===== src/rtl/params_pkg.sv =====
// Shared widths, reset PC and FSM state type for the instruction fetch path.
package params_pkg;

    localparam int          ADDR_WIDTH  = 32;
    localparam int          INSTR_WIDTH = 32;
    localparam logic [31:0] RESET_PC    = 32'h0000_1000;

    typedef enum logic [1:0] {
        S_IDLE,
        S_FETCH,
        S_HOLD,
        S_FLUSH
    } fetch_state_t;

endpackage


===== src/rtl/fetch_ctrl.sv =====
// Single-outstanding instruction fetch controller with a one-entry decode buffer.
// Redirects re-steer the PC in any state; responses orphaned by a redirect are dropped and counted.
module fetch_ctrl #(
    parameter int                    ADDR_WIDTH  = params_pkg::ADDR_WIDTH,
    parameter int                    INSTR_WIDTH = params_pkg::INSTR_WIDTH,
    parameter logic [ADDR_WIDTH-1:0] RESET_PC    = ADDR_WIDTH'(params_pkg::RESET_PC)
) (
    input  logic                   clk_i,
    input  logic                   rst_ni,
    input  logic                   en_i,
    input  logic                   redirect_i,
    input  logic [ADDR_WIDTH-1:0]  redirect_pc_i,
    output logic                   imem_req_o,
    output logic [ADDR_WIDTH-1:0]  imem_addr_o,
    input  logic                   imem_rvalid_i,
    input  logic [INSTR_WIDTH-1:0] imem_rdata_i,
    output logic                   dec_valid_o,
    input  logic                   dec_ready_i,
    output logic [INSTR_WIDTH-1:0] dec_instr_o,
    output logic [ADDR_WIDTH-1:0]  dec_pc_o,
    output logic [15:0]            flush_cnt_o
);
    import params_pkg::*;

    fetch_state_t           state_q, state_d;
    logic [ADDR_WIDTH-1:0]  pc_q, pc_d;
    logic [ADDR_WIDTH-1:0]  dec_pc_q, dec_pc_d;
    logic [INSTR_WIDTH-1:0] instr_q, instr_d;
    logic [15:0]            flush_cnt_q, flush_cnt_d;
    logic                   drop;
    logic [ADDR_WIDTH-1:0]  redirect_tgt;
    logic                   unused_pc_lsbs;

    // Instructions are word aligned, so the low target bits carry no information.
    assign redirect_tgt   = {redirect_pc_i[ADDR_WIDTH-1:2], 2'b00};
    assign unused_pc_lsbs = ^redirect_pc_i[1:0];

    always_comb begin
        state_d  = state_q;
        pc_d     = pc_q;
        dec_pc_d = dec_pc_q;
        instr_d  = instr_q;
        drop     = 1'b0;

        unique case (state_q)
            S_IDLE: begin
                if (en_i && !redirect_i) state_d = S_FETCH;
            end
            S_FETCH: begin
                if (imem_rvalid_i) begin
                    if (redirect_i) begin
                        // Response belongs to the old path; refetch straight away at the target.
                        drop = 1'b1;
                    end else begin
                        instr_d  = imem_rdata_i;
                        dec_pc_d = pc_q;
                        pc_d     = pc_q + ADDR_WIDTH'(4);
                        state_d  = S_HOLD;
                    end
                end else if (redirect_i) begin
                    state_d = S_FLUSH;
                end
            end
            S_HOLD: begin
                if (redirect_i)       state_d = S_FETCH;
                else if (dec_ready_i) state_d = en_i ? S_FETCH : S_IDLE;
            end
            S_FLUSH: begin
                // Wait out the orphaned response before issuing on the new path.
                if (imem_rvalid_i) begin
                    drop    = 1'b1;
                    state_d = S_FETCH;
                end
            end
            default: state_d = S_IDLE;
        endcase

        if (redirect_i) pc_d = redirect_tgt;

        flush_cnt_d = flush_cnt_q;
        if (drop && (flush_cnt_q != 16'hFFFF)) flush_cnt_d = flush_cnt_q + 16'd1;
    end

    always_ff @(posedge clk_i or negedge rst_ni) begin
        if (!rst_ni) begin
            state_q     <= S_IDLE;
            pc_q        <= RESET_PC;
            dec_pc_q    <= '0;
            instr_q     <= '0;
            flush_cnt_q <= '0;
        end else begin
            state_q     <= state_d;
            pc_q        <= pc_d;
            dec_pc_q    <= dec_pc_d;
            instr_q     <= instr_d;
            flush_cnt_q <= flush_cnt_d;
        end
    end

    assign imem_req_o  = (state_q == S_FETCH);
    assign imem_addr_o = pc_q;
    assign dec_valid_o = (state_q == S_HOLD) && !redirect_i;
    assign dec_instr_o = instr_q;
    assign dec_pc_o    = dec_pc_q;
    assign flush_cnt_o = flush_cnt_q;

endmodule

===== config.mk =====
export PLATFORM = sky130hd
export DESIGN_NAME = fetch_ctrl
export DESIGN_NICKNAME = d
export VERILOG_FILES = /design/src/rtl/params_pkg.sv /design/src/rtl/fetch_ctrl.sv
export SDC_FILE = /design/constraint.sdc
export NUM_CORES = 1
export LEC_CHECK = 0
export ABC_AREA = 1
export BUFFER_PORTS_ARGS = -buffer_cell sky130_fd_sc_hd__buf_2
export CORE_UTILIZATION = 24
export DETAILED_ROUTE_END_ITERATION = 10
export PLACE_DENSITY = 0.5
export SYNTH_ARGS = -nofsm -noshare
export SYNTH_HDL_FRONTEND = slang
export SYNTH_SLANG_ARGS = --single-unit

===== constraint.sdc =====
create_clock -name clk_i -period 2.55 [get_ports clk_i]
set_clock_uncertainty 0.05 [all_clocks]
set_input_delay 0.1275 -clock clk_i [delete_from_list [all_inputs] [get_ports clk_i]]
set_output_delay 0.1275 -clock clk_i [all_outputs]
set_load 0.05 [all_outputs]

==> results of run 1 <==
-- routing by layer --
metal,up-vias,routed length [µm],share of wire (%),track usage [%]
met1,2489,8421,47,20.98
met5,-,0,0,0
met3,16,980,5.5,3.390
met2,138,8094,46,24.02
met4,0,250,1.4,5.045
li1,2734,-,-,-
-- Yosys cell counts, drive strengths merged --
cell type  number  area share (%)
nand2         296              20
dfrtp         109              49
inv            67             4.5
o21ai          61             5.5
nor2           59             4.7
nand3          41             3.8
buf            21             2.2
xor2           11             1.7
clkbuf          7            0.65
ha              7             1.6
nand3b          7            0.94
nand4           7            0.78
nor3            7            0.63
xnor2           5            0.78
o211ai          4            0.63
o21bai          4            0.54
o221ai          3            0.47
a31oi           2            0.22
o2111ai         2            0.31
a21oi           1           0.090
a22oi           1            0.13
conb            1           0.067
dfstp           1            0.47
o21a            1            0.13
o22ai           1            0.11
-- through the flow --
step	cells	hold WS [ps]	setup WS [ps]	power, mW
floorplan	729	-218.1	487.1	6.113
global placement	1174	-26.58	542.0	7.267
detailed placement	1174	-28.47	490.2	7.305
CTS	1239	1.426	470.6	8.825
global route	1241	21.79	301.7	9.300
finish	1241	17.31	508.6	8.705
-- kinds of logic (layout without fill, tap and decap cells) --
logic type	Yosys count	count (layout)
simple gates	417	417
flops	110	110
buf+inv	95	320
compound gates	80	80
xor+xnor	16	16
fa+ha+maj	7	7
other cells	1	6
-- area by class of cell --
cell class / instances / area, µm²
Fill cell: 2466 / 15140
Sequential cell: 110 / 2754
Multi-Input combinational cell: 524 / 2429
Timing Repair Buffer: 237 / 1486
Tap cell: 285 / 356.6
Inverter: 67 / 251.5
Clock buffer: 10 / 239.0
Clock inverter: 6 / 51.30
Antenna cell: 2 / 5.005
-- state kept, by name, summed over array words and instances (netlist names) --
signal / flops
dec_instr_o: 32
dec_pc_o: 30
imem_addr_o: 30
flush_cnt_o: 16
state_q: 2
-- worst paths after layout --
path,to,cells after the start,slack [ps],start
max in group asynchronous,dec_instr_o[25],3,1520,rst_ni
max,dec_instr_o[25],8,510,state_q[1]
min,imem_addr_o[18],4,20,redirect_pc_i[18]
max reg2reg,dec_instr_o[25],8,510,state_q[1]
min reg2reg,dec_instr_o[20],2,420,dec_instr_o[20]
min in group asynchronous,flush_cnt_o[6],2,130,rst_ni
-- worst register-to-register path, cell delays in order, from the launching register on --
cell     delay (ps)
dfrtp_1         420
inv_1           110
ha_1            190
nand2_1         190
nor2_4          150
buf_4           370
buf_4           330
nand2_1          90
nand2_1          70
-- repair_timing --
item | 4_1_cts | 5_1_grt
hold endpoints to repair | 63 | 0
hold buffers | 49 | 0
endpoints found under the setup margin | 0 | 0
-- power by group through the flow --
| stage | Clock, mW | Sequential, mW | Combinational (mW) |
|---|---|---|---|
| 6_report | 1.42 | 2.84 | 4.44 |
| 3_5_place_dp | 0 | 2.88 | 4.42 |
| 4_1_cts | 1.48 | 2.85 | 4.49 |
| 2_1_floorplan | 0 | 4.96 | 1.15 |
| 3_3_place_gp | 0 | 2.87 | 4.40 |
| 5_1_grt | 1.55 | 2.95 | 4.80 |
==> results by group, run 1 <==
Timing
  – Slew Viols, Final: 0
  – RSZ-0062 raised after global routing: no
  – Endpoints failing setup: 0
  – Relative slew slack: 64.14%
  – Period minus WS final: 2041 ps
  – Peak Freq: 489.9 MHz
  – Period utilisation layout: 80.06%
  – Final hold vios: 0
  – Actual slew at the worst max-slew pin: 537.9 ps
  – Setup TNS: 0 ps

GRT
  – GR Overflow Total: 0
  – Largest net degree at the start of global routing: 96
  – Global-route wire length before repair: 28350 µm
  – Vias in the first global route: 5195
  – Tot GR Track Use: 15.37%
  – Initial antenna violation count: 2

Pwr
  – Sequential power share: 32.7%
  – Leakage power: 3.927 nW
  – Pint: 4.080 mW
  – Comb pwr share: 51.0%
  – Cell Pwr Density: 1150 nW/µm²
  – Sw Share: 53.13%
  – Worst VDD drop: 0.3443 mV
  – Psw: 4.625 mW
  – Clock share of power: 16.3%

Routing
  – Detail Route Antenna Nets: 0
  – Remaining DRCs: 0
  – Routed wire length: 17750 µm
  – Vias: 5377
  – Iter 0 DRT Violations: 369
  – DR vias/cell: 4.333
  – DRT Pass-1 Iters: 6
  – Routed len/inst: 14.30 µm

Synthesis
  – Post-Syn Area: 5584 µm²
  – Cells after Synth: 726
  – Yosys reg bits: 110
  – Synth warn: 0
  – Largest family of logic cells by synthesized area: simple AND/OR/NAND/NOR gates
  – Post-synthesis compound-gate area fraction: 8.178%
  – Post-Synth Adder-Cell Area: 1.568%
  – Multiplexer area fraction after synthesis: 0%
  – Post-synthesis xor/xnor area fraction: 2.510%
  – Simple-gate share of the synthesized area: 30.97%
  – Syn avg cell area: 7.692 µm²
  – Unique masters post-synth: 38
  – Sequential area share after synthesis: 49.32%

Floorplanning
  – Initial Util: 24.59%
  – I/O pin cnt: 184
  – Die Wd: 154.5 µm
  – FP Rows: 55
  – Die ar.: 23880 µm²
  – Die extent in y: 154.5 µm
  – Core ar.: 22710 µm²

Hold path
  – Hold WC Path Type: in2reg

Flow run
  – Max-cap violations: 0

Outcome
  – Status: complete, no violations

Place
  – Post-placement cell area: 6787 µm²
  – PortBufs: 177
  – Post-DP HPWL: 12700 µm
  – Final GP Congestion: 0.8890

Worst setup path
  – Crit path buffers/inverters: 3
  – Setup CP Type: reg2reg
  – Worst Path Required: 2800 ps
  – Worst EP arrival: 2290 ps
  – CP delay by family, top: buffers and inverters
  – Nature of the critical path startpoint: flip-flop
  – Max incr delay on CP: 420 ps
  – Crit end category: flip-flop
  – Critical path cell sequence: inv_1, ha_1, nand2_1, nor2_4, buf_4, buf_4, nand2_1, nand2_1
  – Most Frequent Cell on Critical Path: nand2_1
  – CP Max Fanout: 30
  – CP max-delay cell: dfrtp_1

Clocking
  – # Post-CTS Setup Buffers: 0
  – Clk Latency, worst-skew pair: 360 ps
  – CTS Buf Count: 9
  – Post_cts resized: 0
  – Clk sinks: 110
  – TritonCTS clock tree: built
  – Root Buffer: clkbuf_16
  – Clk slew on worst S/H paths: 80 ps
  – Max clock buf depth: 2
  – CTS H-tree depth: 3

Finish
  – Area grow syn2layout: 35.60%
  – Cell area after layout: 7572 µm²
  – Fin nets: 1026
  – Final Util: 33.34%
  – Most frequent cells in the layout: nand2_1, buf_2, dfrtp_1
  – Share of layout cells above drive strength 1: 23.38%
  – Commonest non-fill, non-tap cell in the layout: nand2_1
Note: power is estimated with default switching activity, not from simulation.
==> run 2, diff against run 1 <==
==> constraint.sdc (replaced) <==
create_clock -name clk_i -period 2 [get_ports clk_i]
set_clock_uncertainty 0.05 [all_clocks]
set_input_delay 0.1 -clock clk_i [delete_from_list [all_inputs] [get_ports clk_i]]
set_output_delay 0.1 -clock clk_i [all_outputs]
set_load 0.05 [all_outputs]
==> run 2 against run 1 <==
Against the previous run: wire length grew 3.9%; critical path depth is the same; clock-buffer cell count is the same; critical endpoint is now imem_addr_o[22]; largest cell class unchanged.
==> results by group, run 2 (synthesis gave the netlist of run 1 again) <==
GRT
  – Initial antenna violation count: 0
  – Tot GR Track Use: 15.48%
  – Global-route wire length before repair: 28540 µm
  – GR Overflow Total: 0
  – Vias in the first global route: 5167
  – Largest net degree at the start of global routing: 51

Worst setup path
  – Crit end category: flip-flop
  – Most Frequent Cell on Critical Path: nand3_1
  – Worst EP arrival: 1990 ps
  – Setup CP Type: reg2reg
  – CP max-delay cell: dfrtp_1
  – Nature of the critical path startpoint: flip-flop
  – CP Max Fanout: 7
  – Critical path cell sequence: ha_1, nand2_1, nor2_4, nand2_4, nor2_4, nand3_1, nand3_1, nand3_1
  – Worst Path Required: 2210 ps
  – Max incr delay on CP: 460 ps

Floorplanning
  – Die ar.: 23880 µm²
  – Initial Util: 24.59%
  – I/O pin cnt: 184
  – Die extent in y: 154.5 µm
  – Die Wd: 154.5 µm
  – FP Rows: 55
  – Core ar.: 22710 µm²

Timing
  – Peak Freq: 559.6 MHz
  – Endpoints failing setup: 0
  – Period utilisation layout: 89.35%
  – Slew Viols, Final: 0
  – RSZ-0062 raised after global routing: no
  – Period minus WS final: 1787 ps
  – Worst slack on hold paths: 8.746 ps
  – Actual slew at the worst max-slew pin: 541.9 ps
  – Setup TNS: 0 ps
  – Final hold vios: 0
  – Relative slew slack: 63.88%

Finish
  – Fill cells: 2408
  – Cell area after layout: 7749 µm²
  – N_diodes: 0
  – Share of layout cells above drive strength 1: 23.97%
  – Most frequent cells in the layout: nand2_1, buf_2, dfrtp_1
  – Area grow syn2layout: 38.76%
  – Max FFs per register: 32
  – Commonest non-fill, non-tap cell in the layout: nand2_1
  – Fin nets: 1040

Routing
  – Iter 0 DRT Violations: 338
  – Routed len/inst: 14.72 µm
  – Vias: 5433
  – Routed wire length: 18450 µm
  – Detail Route Antenna Nets: 0
  – DRT Pass-1 Iters: 4
  – DR vias/cell: 4.336
  – Remaining DRCs: 0

Pwr
  – Sw Share: 53.20%
  – Worst VDD drop: 0.4910 mV
  – Leakage power: 3.999 nW
  – Sequential power share: 32.2%
  – Comb pwr share: 51.7%
  – Clock share of power: 16.1%
  – Total power: 11.24 mW
  – Psw: 5.980 mW
  – Cell Pwr Density: 1451 nW/µm²
  – Pint: 5.260 mW

Clocking
  – Root Buffer: clkbuf_16
  – Clk Latency, worst-skew pair: 360 ps
  – Max clock buf depth: 2
  – Clk sinks: 110
  – CTS Buf Count: 9
  – TritonCTS clock tree: built
  – Clk slew on worst S/H paths: 80 ps
  – CTS H-tree depth: 3

Hold path
  – Hold WC Path Type: in2reg

Place
  – Final GP Congestion: 0.8385
  – PortBufs: 177
  – Post-placement cell area: 6852 µm²
  – Post-DP HPWL: 13220 µm

Outcome
  – Status: complete, no violations

Flow run
  – Max-cap violations: 0
-- run 2: power groups by stage --
stage                     clock network [mW]  logic, mW  registers, mW
after floorplan                            0       1.47           6.33
after global placement                     0       5.68           3.66
after detailed placement                   0       5.72           3.67
after CTS                               1.90       5.81           3.63
after global routing                    1.98       6.23           3.75
final                                   1.81       5.81           3.62
-- run 2: repair_timing --
item,CTS,global route
resized for setup,0,4
buffers inserted,0,2
setup endpoints to repair,0,29
endpoints found under the hold margin,87,0
hold buffers,55,0
-- run 2: path summary, 6_finish.rpt --
kind,startpoint,end,slack [ps],cells past startpoint
worst max-delay path,imem_addr_o[2],imem_addr_o[22],210,8
max in group asynchronous,rst_ni,imem_addr_o[12],1060,3
worst min-delay path,redirect_pc_i[26],imem_addr_o[26],9,5
worst min register to register,dec_instr_o[3],dec_instr_o[3],420,2
min in group asynchronous,rst_ni,dec_pc_o[6],210,2
worst max register to register,imem_addr_o[2],imem_addr_o[22],210,8
-- run 2: cell type report --
type | instances | area (µm²) | area share, %
Sequential cell | 110 | 2754 | 35.54
Multi-Input combinational cell | 524 | 2434 | 31.41
Timing Repair Buffer | 251 | 1665 | 21.49
Tap cell | 285 | 356.6 | 4.602
Inverter | 67 | 254.0 | 3.278
Clock buffer | 10 | 229.0 | 2.955
Clock inverter | 6 | 56.30 | 0.7266
-- run 2: per-stage QoR --
stage,setup slack [ps],instances,utilization [%]
4_1_cts,84.09,1250,33.85
3_3_place_gp,136.5,1179,30.17
2_1_floorplan,99.70,729,-
3_5_place_dp,101.9,1179,30.17
6_report,213.0,1253,34.12
5_1_grt,7.247,1253,34.12
-- run 2: critical path: cells and delay by family, from the launching register on --
| kind | cells | cell delay (ps) |
|---|---|---|
| fa+ha+maj | 1 | 220 |
| flops | 1 | 460 |
| simple gates | 7 | 950 |
-- run 2: metal layers --
layer	track usage, %	wire length (µm)
met1	20.54	8798
met2	25.06	8587
met3	3.306	804
met4	4.950	255
met5	0	0
==> run 3, diff against run 2 <==
--- a/config.mk
+++ b/config.mk
@@ -9,6 +9,7 @@
 export BUFFER_PORTS_ARGS = -buffer_cell sky130_fd_sc_hd__buf_2
 export CORE_UTILIZATION = 24
 export DETAILED_ROUTE_END_ITERATION = 10
+export GPL_TIMING_DRIVEN = 0
 export PLACE_DENSITY = 0.5
 export SYNTH_ARGS = -nofsm -noshare
 export SYNTH_HDL_FRONTEND = slang
==> run 3 against run 2 <==
Against the previous run: combinational power is 0.7% lower; final cell count up 1.1%; worst setup slack lost 29 ps; utilization rose by 0.26 points.
==> results by group, run 3 (synthesis gave the netlist of run 1 again) <==
Outcome
  – Status: complete, no violations

Finish
  – Cell area after layout: 7807 µm²
  – Area grow syn2layout: 39.82%
  – Most frequent cells in the layout: nand2_1, buf_2, dfrtp_1
  – N_diodes: 0
  – Share of layout cells above drive strength 1: 24.85%
  – Fin nets: 1054
  – Commonest non-fill, non-tap cell in the layout: nand2_1
  – Storage element area: 2754 µm²
  – Max FFs per register: 32
  – Fill cells: 2447
  – Multi-input logic area: 2436 µm²

Flow run
  – Max-cap violations: 0

Pwr
  – Sw Share: 52.55%
  – Clock share of power: 17.2%
  – Pint: 5.393 mW
  – Sequential power share: 32.0%
  – Leakage power: 4.049 nW
  – Cell Pwr Density: 1456 nW/µm²
  – Worst VDD drop: 0.4746 mV
  – Comb pwr share: 50.8%
  – Psw: 5.973 mW

Clocking
  – CTS Buf Count: 9
  – Clk sinks: 110
  – Clk Latency, worst-skew pair: 360 ps
  – Max clock buf depth: 2
  – CTS H-tree depth: 3
  – TritonCTS clock tree: built
  – Root Buffer: clkbuf_16
  – Clk slew on worst S/H paths: 90 ps

Routing
  – Remaining DRCs: 0
  – DR vias/cell: 4.327
  – DRT Pass-1 Iters: 8
  – Vias: 5482
  – Routed len/inst: 14.97 µm
  – Detail Route Antenna Nets: 0
  – Routed wire length: 18960 µm
  – Iter 0 DRT Violations: 289

GRT
  – Initial antenna violation count: 0
  – GR Overflow Total: 0
  – Largest net degree at the start of global routing: 87
  – Vias in the first global route: 5264
  – Global-route wire length before repair: 29120 µm
  – Tot GR Track Use: 15.98%

Worst setup path
  – Crit end category: flip-flop
  – Worst EP arrival: 2020 ps
  – Setup CP Type: reg2reg
  – Worst Reg-to-Reg Cells: 9
  – Nature of the critical path startpoint: flip-flop
  – Worst Path Required: 2200 ps
  – CP Max Fanout: 10

Floorplanning
  – Initial Util: 24.59%
  – Die extent in y: 154.5 µm
  – Core ar.: 22710 µm²
  – Die Wd: 154.5 µm
  – Die ar.: 23880 µm²
  – I/O pin cnt: 184
  – FP Rows: 55

Timing
  – Actual slew at the worst max-slew pin: 590.8 ps
  – Relative slew slack: 60.61%
  – Slew Viols, Final: 0
  – Peak Freq: 550.6 MHz
  – Final hold vios: 0
  – Endpoints failing setup: 0
  – RSZ-0062 raised after global routing: no
  – Period utilisation layout: 90.81%
  – Period minus WS final: 1816 ps
  – Setup TNS: 0 ps

Hold path
  – Hold Path Depth: 5
  – Hold WC Path Type: in2reg

Place
  – Final GP Congestion: 0.8795
  – Post-placement cell area: 6874 µm²
  – PortBufs: 177
  – Post-DP HPWL: 14050 µm
run 3: critical path, stage by stage, from the launching register on:
cell	delay (ps)
dfrtp_1	430
inv_2	100
ha_2	200
nand2_2	120
nor2_4	200
inv_2	90
buf_6	170
clkbuf_4	210
nand2_1	80
nand2_1	50
run 3: through the flow:
stage          setup WS (ps)  hold WS (ps)  util, %  power [mW]  cells
3_5_place_dp          -174.4        -60.31    30.27       9.392   1192
5_1_grt                23.06         39.92    34.38       12.10   1267
4_1_cts                13.21         4.294    34.33       11.53   1267
3_3_place_gp          -800.3         253.2    30.12       9.342   1191
6_report               183.8         6.547    34.38       11.37   1267
2_1_floorplan          99.70        -245.6        -       7.799    729
run 3: layout make-up:
type                    instances  share of cell area [%]
repair buffers                237                   19.44
multi-input cells             524                   31.20
flip-flops and latches        110                   35.27
inverters                      67                   3.221
clock inverters                 6                  0.9936
well taps                     285                   4.567
plain buffers                  28                   2.244
clock buffers                  10                   3.061
run 3: final timing paths:
path                                         from               to  slack [ps]
min in group asynchronous                  rst_ni   flush_cnt_o[9]         120
worst max-delay path                   state_q[1]  dec_instr_o[19]         180
worst max register to register         state_q[1]  dec_instr_o[19]         180
worst min-delay path            redirect_pc_i[26]  imem_addr_o[26]           7
max in group asynchronous                  rst_ni  dec_instr_o[25]        1040
worst min register to register     dec_instr_o[1]   dec_instr_o[1]         420
run 3: repair_timing:
item | 4_1_cts | 5_1_grt
buffers inserted | 2 | 0
cloned | 0 | 0
pin swaps | 1 | 1
hold buffers | 57 | 0
endpoints found under the hold margin | 165 | 0
setup endpoints to repair | 57 | 94
resized for setup | 5 | 8
run 3: power groups by stage:
| stage | Sequential [mW] | Combinational, mW | Clock [mW] |
|---|---|---|---|
| 2_1_floorplan | 6.33 | 1.47 | 0 |
| 3_3_place_gp | 3.66 | 5.68 | 0 |
| 3_5_place_dp | 3.68 | 5.71 | 0 |
| 4_1_cts | 3.64 | 5.84 | 2.05 |
| 5_1_grt | 3.76 | 6.21 | 2.13 |
| 6_report | 3.64 | 5.77 | 1.95 |
run 3: layer usage:
layer | global-route usage, % | vias up | wire length, µm
met1 | 20.87 | 2514 | 8704
met2 | 25.64 | 151 | 8702
met5 | 0 | - | 0
met3 | 3.783 | 27 | 1030
met4 | 5.893 | 0 | 523
li1 | - | 2790 | -
